===== src/rtl/hc_sr04_pkg.sv =====
// Shared types and default timing constants for the HC-SR04 measurement sequencer.
package hc_sr04_pkg;

    typedef enum logic [2:0] {
        IDLE      = 3'd0,
        TRIG      = 3'd1,
        WAIT_RISE = 3'd2,
        MEAS      = 3'd3,
        FAIL      = 3'd4,
        HOLD      = 3'd5
    } state_e;

    localparam int DEF_CLKS_PER_US = 50;
    localparam int DEF_TRIG_US     = 10;
    localparam int DEF_US_PER_CM   = 58;
    localparam int DEF_TIMEOUT_US  = 38000;
    localparam int DEF_HOLDOFF_US  = 60000;
    localparam int DEF_DIST_W      = 16;

    // Width of the microsecond and holdoff counters: room for the larger limit plus one bit.
    function automatic int cnt_width(input int a, input int b);
        return $clog2((a > b) ? a : b) + 1;
    endfunction

endpackage


===== src/rtl/hc_sr04_us_tick.sv =====
// Microsecond prescaler: counts 0..CLKS_PER_US-1 and pulses us_tick_o on the last count.
// clr_i restarts the count so an interval measured from the clear is an exact number of µs.
module hc_sr04_us_tick #(
    parameter int CLKS_PER_US = 50
) (
    input  logic clk_i,
    input  logic rst_i,
    input  logic clr_i,
    output logic us_tick_o
);

    localparam int PW = (CLKS_PER_US > 1) ? $clog2(CLKS_PER_US) : 1;
    localparam logic [PW-1:0] LAST = PW'(CLKS_PER_US - 1);

    logic [PW-1:0] cnt_q;

    assign us_tick_o = (cnt_q == LAST);

    // Prescaler count with synchronous reset/clear and wrap on the last count.
    always_ff @(posedge clk_i) begin
        if (rst_i || clr_i) begin
            cnt_q <= '0;
        end else if (cnt_q == LAST) begin
            cnt_q <= '0;
        end else begin
            cnt_q <= cnt_q + 1'b1;
        end
    end

endmodule


===== src/rtl/hc_sr04_ctrl.sv =====
// HC-SR04 measurement sequencer: trigger pulse, echo timing, cm conversion by
// counting whole US_PER_CM intervals, timeout and minimum cycle time enforcement.
module hc_sr04_ctrl
    import hc_sr04_pkg::*;
#(
    parameter int CLKS_PER_US = DEF_CLKS_PER_US,
    parameter int TRIG_US     = DEF_TRIG_US,
    parameter int US_PER_CM   = DEF_US_PER_CM,
    parameter int TIMEOUT_US  = DEF_TIMEOUT_US,
    parameter int HOLDOFF_US  = DEF_HOLDOFF_US,
    parameter int DIST_W      = DEF_DIST_W
) (
    input  logic              clk,
    input  logic              rst,
    input  logic              start,
    input  logic              auto_en,
    input  logic              echo,
    output logic              trigger,
    output logic              busy,
    output logic              done,
    output logic              valid,
    output logic              timeout,
    output logic [DIST_W-1:0] distance,
    output state_e            state_dbg
);

    localparam int CNT_W = cnt_width(TIMEOUT_US, HOLDOFF_US);

    state_e state_q, state_d;
    logic [CNT_W-1:0]  us_q, us_d;
    logic [CNT_W-1:0]  cm_us_q, cm_us_d;
    logic [DIST_W-1:0] cm_q, cm_d;
    logic [CNT_W-1:0]  hold_q, hold_d;
    logic echo_s1_q, echo_s2_q, echo_s3_q, rise_q, fall_q;
    logic trigger_q, done_q, valid_q, timeout_q;
    logic [DIST_W-1:0] distance_q;
    logic us_tick, hold_tick, tick_clr, hold_clr;

    // State-interval prescaler restarts on every state change; the holdoff one
    // restarts only at trigger rise so the cycle time is exact from that edge.
    assign tick_clr = (state_d != state_q);
    assign hold_clr = (state_d == TRIG) && (state_q != TRIG);

    hc_sr04_us_tick #(.CLKS_PER_US(CLKS_PER_US)) u_state_tick (
        .clk_i(clk), .rst_i(rst), .clr_i(tick_clr), .us_tick_o(us_tick)
    );

    hc_sr04_us_tick #(.CLKS_PER_US(CLKS_PER_US)) u_hold_tick (
        .clk_i(clk), .rst_i(rst), .clr_i(hold_clr), .us_tick_o(hold_tick)
    );

    // Counter next values: µs count, cm count (saturating), holdoff count (saturating at limit).
    always_comb begin
        us_d    = us_q;
        cm_us_d = cm_us_q;
        cm_d    = cm_q;
        hold_d  = hold_q;
        if (us_tick) begin
            us_d = us_q + 1'b1;
            if (cm_us_q == CNT_W'(US_PER_CM - 1)) begin
                cm_us_d = '0;
                if (cm_q != '1) begin
                    cm_d = cm_q + 1'b1;
                end
            end else begin
                cm_us_d = cm_us_q + 1'b1;
            end
        end
        if (hold_tick && (hold_q != CNT_W'(HOLDOFF_US))) begin
            hold_d = hold_q + 1'b1;
        end
    end

    // Next-state logic; counts include the tick of the current cycle.
    always_comb begin
        state_d = state_q;
        case (state_q)
            IDLE:      if (start || auto_en) state_d = TRIG;
            TRIG:      if (us_d == CNT_W'(TRIG_US)) state_d = WAIT_RISE;
            WAIT_RISE: begin
                if (rise_q) state_d = MEAS;
                else if (us_d == CNT_W'(TIMEOUT_US)) state_d = FAIL;
            end
            MEAS: begin
                if (fall_q) state_d = HOLD;
                else if (us_d == CNT_W'(TIMEOUT_US)) state_d = FAIL;
            end
            FAIL:      state_d = HOLD;
            HOLD: begin
                if (hold_d == CNT_W'(HOLDOFF_US)) state_d = auto_en ? TRIG : IDLE;
            end
            default:   state_d = IDLE;
        endcase
    end

    // Echo synchroniser, registered edge detector, state, counters and output flags.
    always_ff @(posedge clk) begin
        if (rst) begin
            echo_s1_q  <= 1'b0;
            echo_s2_q  <= 1'b0;
            echo_s3_q  <= 1'b0;
            rise_q     <= 1'b0;
            fall_q     <= 1'b0;
            state_q    <= IDLE;
            us_q       <= '0;
            cm_us_q    <= '0;
            cm_q       <= '0;
            hold_q     <= '0;
            trigger_q  <= 1'b0;
            done_q     <= 1'b0;
            valid_q    <= 1'b0;
            timeout_q  <= 1'b0;
            distance_q <= '0;
        end else begin
            echo_s1_q <= echo;
            echo_s2_q <= echo_s1_q;
            echo_s3_q <= echo_s2_q;
            rise_q    <= echo_s2_q & ~echo_s3_q;
            fall_q    <= ~echo_s2_q & echo_s3_q;
            state_q   <= state_d;
            us_q      <= tick_clr ? '0 : us_d;
            cm_us_q   <= tick_clr ? '0 : cm_us_d;
            cm_q      <= tick_clr ? '0 : cm_d;
            hold_q    <= hold_clr ? '0 : hold_d;
            trigger_q <= (state_d == TRIG);
            done_q    <= (state_d == HOLD) && (state_q != HOLD);
            if (hold_clr) begin
                valid_q   <= 1'b0;
                timeout_q <= 1'b0;
            end else if ((state_q == MEAS) && (state_d == HOLD)) begin
                valid_q    <= 1'b1;
                distance_q <= cm_d;
            end else if ((state_d == FAIL) && (state_q != FAIL)) begin
                timeout_q <= 1'b1;
            end
        end
    end

    assign trigger   = trigger_q;
    assign busy      = (state_q != IDLE);
    assign done      = done_q;
    assign valid     = valid_q;
    assign timeout   = timeout_q;
    assign distance  = distance_q;
    assign state_dbg = state_q;

endmodule

===== config.mk =====
export PLATFORM = sky130hd
export DESIGN_NAME = hc_sr04_ctrl
export DESIGN_NICKNAME = d
export VERILOG_FILES = /design/src/rtl/hc_sr04_pkg.sv /design/src/rtl/hc_sr04_us_tick.sv /design/src/rtl/hc_sr04_ctrl.sv
export SDC_FILE = /design/constraint.sdc
export NUM_CORES = 1
export LEC_CHECK = 0
export BUFFER_PORTS_ARGS = -buffer_cell sky130_fd_sc_hd__buf_2
export CAP_MARGIN = 20
export CORE_UTILIZATION = 55
export DETAILED_ROUTE_END_ITERATION = 6
export GPL_TIMING_DRIVEN = 0
export PLACE_DENSITY = 0.74
export SETUP_SLACK_MARGIN = 0.2
export SLEW_MARGIN = 30
export SYNTH_ARGS = -nofsm -noshare
export SYNTH_HDL_FRONTEND = slang
export SYNTH_SLANG_ARGS = --single-unit
export TNS_END_PERCENT = 30

===== constraint.sdc =====
create_clock -name clk -period 7.5 [get_ports clk]
set_clock_uncertainty 0.2 [all_clocks]
set_input_delay 0.375 -clock clk [delete_from_list [all_inputs] [get_ports clk]]
set_output_delay 0.375 -clock clk [all_outputs]
set_load 0.005 [all_outputs]

; Yosys cells after proc, flatten, opt, wreduce, memory -nomap -nowiden
; Index checks and enable logic that the tools add are counted.
[totals]
ff_bits = 107
in_bits = 5
out_inout_bits = 24
elab_cells = 79
[op_classes]
addsub = 6
n_eq_ne = 20
n_mux = 14
bitwise = 6
reduce_logical = 16
[ops]
columns = operator, count
row1 = "17-bit by 1-bit adder with 17-bit output, second input constant", 3
row2 = 17-bit two-way mux, 3
row3 = 16-bit two-way mux, 3
row4 = "17-bit by 16-bit equality test with 1-bit output, second input constant", 2
row5 = 3-bit two-way mux, 6
row6 = 3-bit one-hot mux with 6 select lines, 1
row7 = "17-bit by 4-bit equality test with 1-bit output, second input constant", 1
row8 = "17-bit by 6-bit equality test with 1-bit output, second input constant", 1
row9 = "17-bit by 16-bit inequality test with 1-bit output, second input constant", 1
row10 = "16-bit by 1-bit adder with 16-bit output, second input constant", 1
row11 = "16-bit inequality test, second input constant", 1
row12 = "6-bit by 1-bit adder with 6-bit output, second input constant", 2
row13 = "3-bit equality test, second input constant", 4
row14 = "6-bit equality test, second input constant", 2
row15 = 2-bit OR reduction, 4
row16 = "3-bit by 1-bit equality test with 1-bit output, second input constant", 2
row17 = "3-bit by 2-bit equality test with 1-bit output, second input constant", 2
row18 = "3-bit inequality test, second input constant", 2
row19 = 1-bit logical AND, 5
row20 = 1-bit inverter, 4
row21 = 2-bit AND reduction, 2
row22 = 3-bit logical NOT, 1
row23 = 1-bit logical OR, 3
row24 = "3-bit by 1-bit inequality test with 1-bit output, second input constant", 1
row25 = 4 further kinds, 5

; Depth between registers and ports, before layout
; Gate-level depths: netlist of run 1.
[depth]
ltp_word = 10
depth_mapped = 15
depth_no_buf = 11

; Hierarchy
; Synthesis of run 1 repeated with hierarchy kept, for this count alone.
[unflattened]
cells_unflattened = 654
hier_area_um2 = 5881.9
[modules_own_cells]
columns = module, n_inst, cells_each, area_per_inst_um2, seq_area_each_um2
row1 = hc_sr04_ctrl, 1, 598, 5311.3, 1901.8
row2 = hc_sr04_us_tick, 2, 28, 285.3, 120.1

; Worst setup path after synthesis of run 1
; OpenSTA, ideal clock, no wires.
[synth_timing]
path_kind = flip-flop to flip-flop
from = register u_hold_tick.cnt_q[1]
to = register cm_us_q[1]
setup_time_ps = 103
t_arrival_ps = 3023
slack_ps = 4174
path_stages_with_launch = 15
path_buffers = 3
synth_period_minus_slack_ps = 3326
path_cell_list = dfxtp_1 -> inv_1 -> ha_1 -> and4bb_2 -> and2_1 -> buf_6 -> o21a_1 -> buf_4 -> mux2i_1 -> or4b_1 -> a211o_1 -> xnor2_1 -> o211ai_1 -> buf_2 -> a2111oi_2
[synth_via]
elab_chain_cells = 8
[synth_lines]
columns = element, line
row1 = start: declaration, hc_sr04_us_tick.sv:15  ; logic [PW-1:0] cnt_q;
row2 = start signal: assignment, hc_sr04_us_tick.sv:26  ; cnt_q <= cnt_q + 1'b1;
row3 = 6-bit equality test, hc_sr04_us_tick.sv:17  ; assign us_tick_o = (cnt_q == LAST);
row4 = 1-bit logical AND, hc_sr04_ctrl.sv:69  ; if (hold_tick && (hold_q != CNT_W'(HOLDOFF_US))) begin
row5 = 17-bit two-way mux, hc_sr04_ctrl.sv:69
row6 = 17-bit by 16-bit equality test with 1-bit output, hc_sr04_ctrl.sv:90  ; if (hold_d == CNT_W'(HOLDOFF_US)) state_d = auto_en ? TRIG : IDLE;
row7 = 3-bit two-way mux, hc_sr04_ctrl.sv:90
row8 = 3-bit one-hot mux with 6 select lines, hc_sr04_ctrl.sv:77  ; case (state_q)
row9 = 3-bit inequality test, hc_sr04_ctrl.sv:41  ; assign tick_clr = (state_d != state_q);
row10 = 2-bit OR reduction (no line), -
row11 = end signal: assignment, hc_sr04_ctrl.sv:122  ; cm_us_q <= tick_clr ? '0 : cm_us_d;
row12 = end: declaration, hc_sr04_ctrl.sv:31  ; logic [CNT_W-1:0] cm_us_q, cm_us_d;
; No other way between the ends.
; A chain may end at the register's enable or synchronous reset.

; Final worst setup path of run 1
[layout_timing]
from = register u_state_tick.cnt_q[0]
to = register cm_us_q[4]
[layout_via]
elab_chain_cells = 8
word_cells_on_any_way = 11
cone_classes = eq/ne: 4 / mux: 6 / reduce/logical: 1
[layout_lines]
columns = element, line
row1 = start: declaration, hc_sr04_us_tick.sv:15
row2 = start signal: assignment, hc_sr04_us_tick.sv:26
row3 = 6-bit equality test *, hc_sr04_us_tick.sv:17
row4 = 17-bit two-way mux, hc_sr04_ctrl.sv:58  ; if (us_tick) begin
row5 = 17-bit by 16-bit equality test with 1-bit output, "hc_sr04_ctrl.sv:82, hc_sr04_ctrl.sv:86"
row6 = 3-bit two-way mux, "hc_sr04_ctrl.sv:82, hc_sr04_ctrl.sv:86"
row7 = "3-bit two-way mux, on equally long branches", "hc_sr04_ctrl.sv:85, hc_sr04_ctrl.sv:81"
row8 = 3-bit one-hot mux with 6 select lines, hc_sr04_ctrl.sv:77
row9 = 3-bit inequality test, hc_sr04_ctrl.sv:41
row10 = 2-bit OR reduction (no line), -
; Mark *: on every way between the ends. The rest lies on a longest branch, timed or not.

==> results of run 1 <==
## per-stage QoR
stage               setup WS (ns)  std cells  hold slack, ns  util, %
detailed placement           3.55        781           0.195     59.8
global route                 3.14        797         0.00342     61.8
CTS                          3.51        797         0.00185     61.8
global placement             3.63        781           0.188     59.8
floorplan                    4.17        620           0.183        -
finish                       3.50        797          0.0163     61.8
## Yosys cell counts (all sizes together), types with 12 or more instances
library cell	n	share of area [%]
a211oi	37	7.0
xor2	37	5.9
clkbuf	12	0.84
nand2	40	2.7
nor3	19	1.7
nand3	30	2.7
buf	22	2.4
dfxtp	107	39
inv	15	1.0
nor2	95	6.6
xnor2	32	5.1
a21oi	15	1.4
nand4	18	2.0
## critical path, cell delays in order (launching register included)
cell and delay [ns]:
dfxtp_1 0.40, ha_1 0.21, nand4b_1 0.13, buf_2 0.21, nor3_1 0.53, a2bb2oi_1 0.14
a2111o_1 0.45, nor4_1 0.42, a211o_1 0.29, xnor2_1 0.10, o211ai_1 0.12, clkbuf_1 0.51
nor3_1 0.12
## cell usage in the layout (no fill, tap or decap), drive strengths merged, types with 9 or more instances in the layout
cell type / instances
and3: 10
nor2b: 10
inv: 19
o21ai: 9
a21oi: 15
dfxtp: 107
nor3: 19
nand2: 40
nor4: 9
xnor2: 32
ha: 10
nand3: 30
a211oi: 37
nand4: 18
xor2: 37
buf: 50
clkbuf: 22
nor2: 95
## flip-flops by register name, summed over array words and instances (netlist names), 3 cells and up
register and flops:
distance 16, cm_q 16, u_state_tick.cnt_q 6, cm_us_q 17, hold_q 17, state_dbg 3, u_hold_tick.cnt_q 6, us_q 17
## worst max-delay path by stage
stage                                           to  slack, ns  cells past startpoint
final                      cm_us_q[4]$_SDFFE_PP0N_       3.50                     12
after CTS                 cm_us_q[11]$_SDFFE_PP0N_       3.51                     13
after global routing      cm_us_q[12]$_SDFFE_PP0N_       3.14                     13
after floorplan            cm_us_q[1]$_SDFFE_PP0N_       4.17                     14
after detailed placement   cm_us_q[5]$_SDFFE_PP0N_       3.55                     12
after global placement          us_q[4]$_SDFF_PP0_       3.63                     13
## power groups by stage
stage | clock (mW) | sequential, mW | combinational [mW]
final | 0.349 | 0.575 | 0.0566
after global routing | 0.377 | 0.576 | 0.0616
after CTS | 0.357 | 0.575 | 0.0568
after detailed placement | 0 | 0.588 | 0.0565
after global placement | 0 | 0.588 | 0.0553
after floorplan | 0 | 0.588 | 0.0403
## area by class of cell
class	count	area (sq um)	share of cell area, %
clock inverter	6	51.3	0.854
multi-input combinational	464	3130	52.2
buffer	34	180	3.00
tap	133	166	2.77
clock buffer	10	138	2.29
inverter	15	56.3	0.937
timing repair buffer	28	140	2.33
sequential	107	2140	35.7
## metal layers
metal / global-route usage [%] / wire [um]
met3: 4.58 / 407
met1: 32.3 / 5670
met5: 0 / 0
met4: 9.34 / 213
met2: 39.0 / 5470
## cells by family (layout without fill, tap and decap cells)
family / count (synthesis) / after routing / share of synthesized area [%]
flops: 107 / 107 / 38.9
simple gates: 283 / 283 / 27.0
mux: 9 / 9 / 1.68
buf+inv: 49 / 93 / 4.29
fa+ha+maj: 10 / 10 / 2.27
xor+xnor: 69 / 69 / 11.0
compound gates: 93 / 93 / 14.9
==> results.yml, run 1 <==
run_status:
  status: "finished, final reports clean"
worst_setup_path:
  r2r_start: "u_state_tick.cnt_q[0]$_SDFF_PP0_"
  worstSetupEndpointType: "register"
  r2r_setup_slack_ns: 3.50
  r2r_end: "cm_us_q[4]$_SDFFE_PP0N_"
  rr_worst_depth: 12
  cp_max_fo: 10
  crit_arrival_ns: 4.04
  crit_start: "u_state_tick.cnt_q[0]$_SDFF_PP0_"
  crit_path_start_kind: "register"
  cp.required_ns: 7.55
  critPathKind: "reg -> reg"
worst_hold_path:
  hold_path.class: "in -> reg"
  hold_end: "echo_s1_q$_SDFF_PP0_"
  holdPathStages: 2
  worstHoldStart: "echo"
finish:
  drive_gt1_share_pct: 15.7
  diodes: 0
  area_delta_synth_final_pct: 9.09
  fill_cells: 866
  final_area_sq_mm: 0.00601
  fin_nets: 674
place:
  portBuffers: 28
  placed_area_sq_mm: 0.00582
  gp_congestion: 0.912
  dpl.hpwl_mm: 8.46
die:
  die_w_um: 102
  die_height_um: 102
  die-area_sq_mm: 0.0104
  initial_core_util_pct: 56.6
  io_pins: 29
  placementRows: 36
  coreArea_sq_mm: 0.00973
drt:
  vias: 4525
  final_antenna_net_count: 0
  initialDrtViolationCount: 172
  routed_via_density: 5.68
  drt-total-wl_mm: 11.8
  avgRoutedWirePerCell_um: 14.8
  dr.pass1.iters: 5
  drcViolationCount: 0
power_and_ir_drop:
  ir_worst_vdd_uv: 217
  p_leak_nw: 2.06
  clockPowerShare_pct: 35.6
  power_uw: 981
  internal_power_uw: 724
  netSwitchingFraction_pct: 26.2
  seqPwrFrac_pct: 58.6
  power_density_mw_per_mm2: 163
  combPwrFrac_pct: 5.8
  p_sw_uw: 257
logic_synthesis:
  synth_nets: 635
  synth_edf_count: 0
  synth_ff_type: "dfxtp_1"
  ys_types: 68
  syn_area_sq_mm: 0.00551
  ys_seq_elements: 107
  postSynth.asyncResetShare_pct: 0
  netlist_instances: 620
  synth_warnings: 0
  syn_area_per_cell_sq_um: 8.88
  seq_area_frac_synth_pct: 38.9
grt:
  grt_max_degree: 20
  grtUsageTotal_pct: 24.3
  antenna_found_initial: 0
  first_global_vias: 4288
  overflow: 0
  grt_pass1_wl_mm: 19.9
clocking:
  insertion_delay_ns: 0.39
  clkTransAtPathRegs_ns: 0.11
  cts_buffer_depth: 2
  cts-resized-gates: 0
  holdBufCountCts: 0
  ctsHtreeMaxLevel: 3
  cts_tree: "done"
  cts_setup_buffers: 0
  cts-root-buf: "clkbuf_8"
  cts.sinks: 107
  numCtsBuffers: 9
timing:
  fin_setup_tns_ns: 0
  min_period_ns: 4.00
  rsz0062_at_grt: "no"
  timing.final.crit_share_pct: 53.3
  fmax_ghz: 0.250
  finalHoldViolCount: 0
  slew_violations: 0
  max_slew_margin_pct: 44.1
  finalSetupViolCount: 0
  worstMarginPinSlew_ns: 0.832
run:
  drv_cap: 0
(Power assumes the default switching activity.)
==> run 2: changes to the inputs <==
clock period = 3.8 ns   (was 7.5 ns; I/O delays follow)
==> run 2 against run 1 <==
Effect of this change: worst hold slack better by 0.22 ns; sequential share of layout area is 3.2 points lower; wire length is 11% higher; power is 100% higher; clock power rose by 100%; first-iteration DRC count increased by 29%; sequential cell count unchanged; via count is 5.2% higher; register-to-register slack got worse by 3.3 ns; non-clock buffer count is 33 higher; combinational power increased to 3.1 times the previous value; critical endpoint is now cm_us_q[1]$_SDFFE_PP0N_; highest routed layer unchanged.
==> results.yml, run 2 (synthesized netlist as in run 1, its figures left out) <==
power_and_ir_drop:
  seqPwrFrac_pct: 56.6
  power_density_mw_per_mm2: 302
  ir_worst_vdd_uv: 427
  power_mw: 2.01
  netSwitchingFraction_pct: 26.6
  internal_power_mw: 1.47
  p_leak_nw: 2.36
  clockPowerShare_pct: 34.7
  p_sw_uw: 534
  combPwrFrac_pct: 8.6
timing:
  fmax_ghz: 0.275
  worstMarginPinSlew_ns: 0.816
  min_period_ns: 3.64
  slew_violations: 0
  finalHoldViolCount: 0
  timing.final.crit_share_pct: 95.7
  finalSetupViolCount: 0
  rsz0062_at_grt: "yes"
  max_slew_margin_pct: 45.3
finish:
  fill_cells: 782
  fin_nets: 708
  area_delta_synth_final_pct: 20.7
  ff_latch_area_sq_mm: 0.00216
  layout_commonest_cell: "dfxtp_1"
  diodes: 0
  mostFrequentLayoutCells: "dfxtp_1 (100), nor2_1 (92), nand2_1 (39)"
  multiInputGateArea_sq_mm: 0.00340
  final_util_pct: 68.3
  stdcell_count: 831
  drive_gt1_share_pct: 25.8
  final_area_sq_mm: 0.00665
  largestRegisters: "cm_us_q (17), hold_q (17), us_q (17)"
die:
  coreArea_sq_mm: 0.00973
  die_w_um: 102
  placementRows: 36
  die-area_sq_mm: 0.0104
  initial_core_util_pct: 56.6
  die_height_um: 102
  io_pins: 29
drt:
  met1_length_mm: 5.92
  route.met2.wl_mm: 6.30
  dr.pass1.iters: 4
  wl_met3_um: 630
  final_antenna_net_count: 0
  drt-total-wl_mm: 13.1
  routed_via_density: 5.73
  avgRoutedWirePerCell_um: 15.7
  drcViolationCount: 0
  vias: 4759
  top_layer: "met4"
  initialDrtViolationCount: 222
worst_setup_path:
  worstPathCellList: "nor4bb_1 > nand4_1 > o21a_1 > buf_6 > mux2i_1 > or4b_4 > a211o_4 > xnor2_2 > o211ai_1 > buf_4 > a2111oi_2"
  crit_arrival_ns: 3.74
  worstSetupEndpointType: "register"
  path_buf_inv: 2
  cp.required_ns: 3.90
  critPathKind: "reg -> reg"
  crit_path_start_kind: "register"
  critPathSlowestCell: "or4b_4"
  slowest_delay_ns: 0.57
  path_delay_family: "simple AND/OR/NAND/NOR gates"
  cp_max_fo: 8
grt:
  first_global_vias: 4406
  grtUsageTotal_pct: 25.2
  overflow: 0
  grt_pass1_wl_mm: 20.6
  grt_max_degree: 20
  antenna_found_initial: 0
place:
  place_inst: 781
  gp_congestion: 0.912
  dpl.hpwl_mm: 8.46
  portBuffers: 28
  placed_area_sq_mm: 0.00582
clocking:
  cts.sinks: 107
  ctsHtreeMaxLevel: 3
  clkTransAtPathRegs_ns: 0.11
  insertion_delay_ns: 0.39
  cts_tree: "done"
  numCtsBuffers: 9
  cts-root-buf: "clkbuf_8"
  cts_buffer_depth: 2
run:
  drv_cap: 0
run_status:
  status: "finished, final reports clean"
worst_hold_path:
  hold_path.class: "reg -> reg"
## run 2: layout make-up
class | instances | share of cell area [%]
tap | 133 | 2.50
clock buffer | 10 | 2.07
clock inverter | 6 | 0.772
sequential | 107 | 32.4
buffer | 34 | 3.71
inverter | 15 | 0.847
multi-input combinational | 465 | 51.1
timing repair buffer | 61 | 6.61
## run 2: power groups by stage
stage | Sequential (mW) | Combinational, mW | Clock, mW
after floorplan | 1.16 | 0.0795 | 0
after global placement | 1.16 | 0.109 | 0
after detailed placement | 1.16 | 0.112 | 0
after CTS | 1.14 | 0.149 | 0.704
after global routing | 1.14 | 0.184 | 0.749
final | 1.14 | 0.173 | 0.697
## run 2: final timing paths
kind / startpoint / to / slack, ns / cells past startpoint
worst max-delay path: hold_q[13]$_SDFF_PP0_ / cm_us_q[1]$_SDFFE_PP0N_ / 0.16 / 11
worst max register to register: hold_q[13]$_SDFF_PP0_ / cm_us_q[1]$_SDFFE_PP0N_ / 0.16 / 11
worst min-delay path: echo_s3_q$_SDFF_PP0_ / rise_q$_SDFF_PP0_ / 0.23 / 1
worst min register to register: echo_s3_q$_SDFF_PP0_ / rise_q$_SDFF_PP0_ / 0.23 / 1
## run 2: what timing repair did
item / 4_1_cts / 5_1_grt
buffers inserted: 7 / 23
hold buffers: 2 / 0
gates cloned: 2 / 0
pin swaps: 8 / 33
endpoints found under the setup margin: 83 / 85
gates resized for setup: 33 / 57
hold endpoints to repair: 3 / 0
## run 2: metrics by stage
step	setup WS [ns]	hold WS, ns	setup TNS (ns)
2_1_floorplan	0.474	0.0691	0
3_3_place_gp	-0.0699	0.188	-2.44
3_5_place_dp	-0.149	0.195	-5.67
4_1_cts	0.187	0.222	0
5_1_grt	0.0148	0.246	0
6_report	0.163	0.234	0
## run 2: layer usage
metal,vias up,GRT usage [%]
li1,2339,-
met1,2283,33.3
met2,118,40.9
met3,19,4.65
met4,0,9.56
met5,-,0
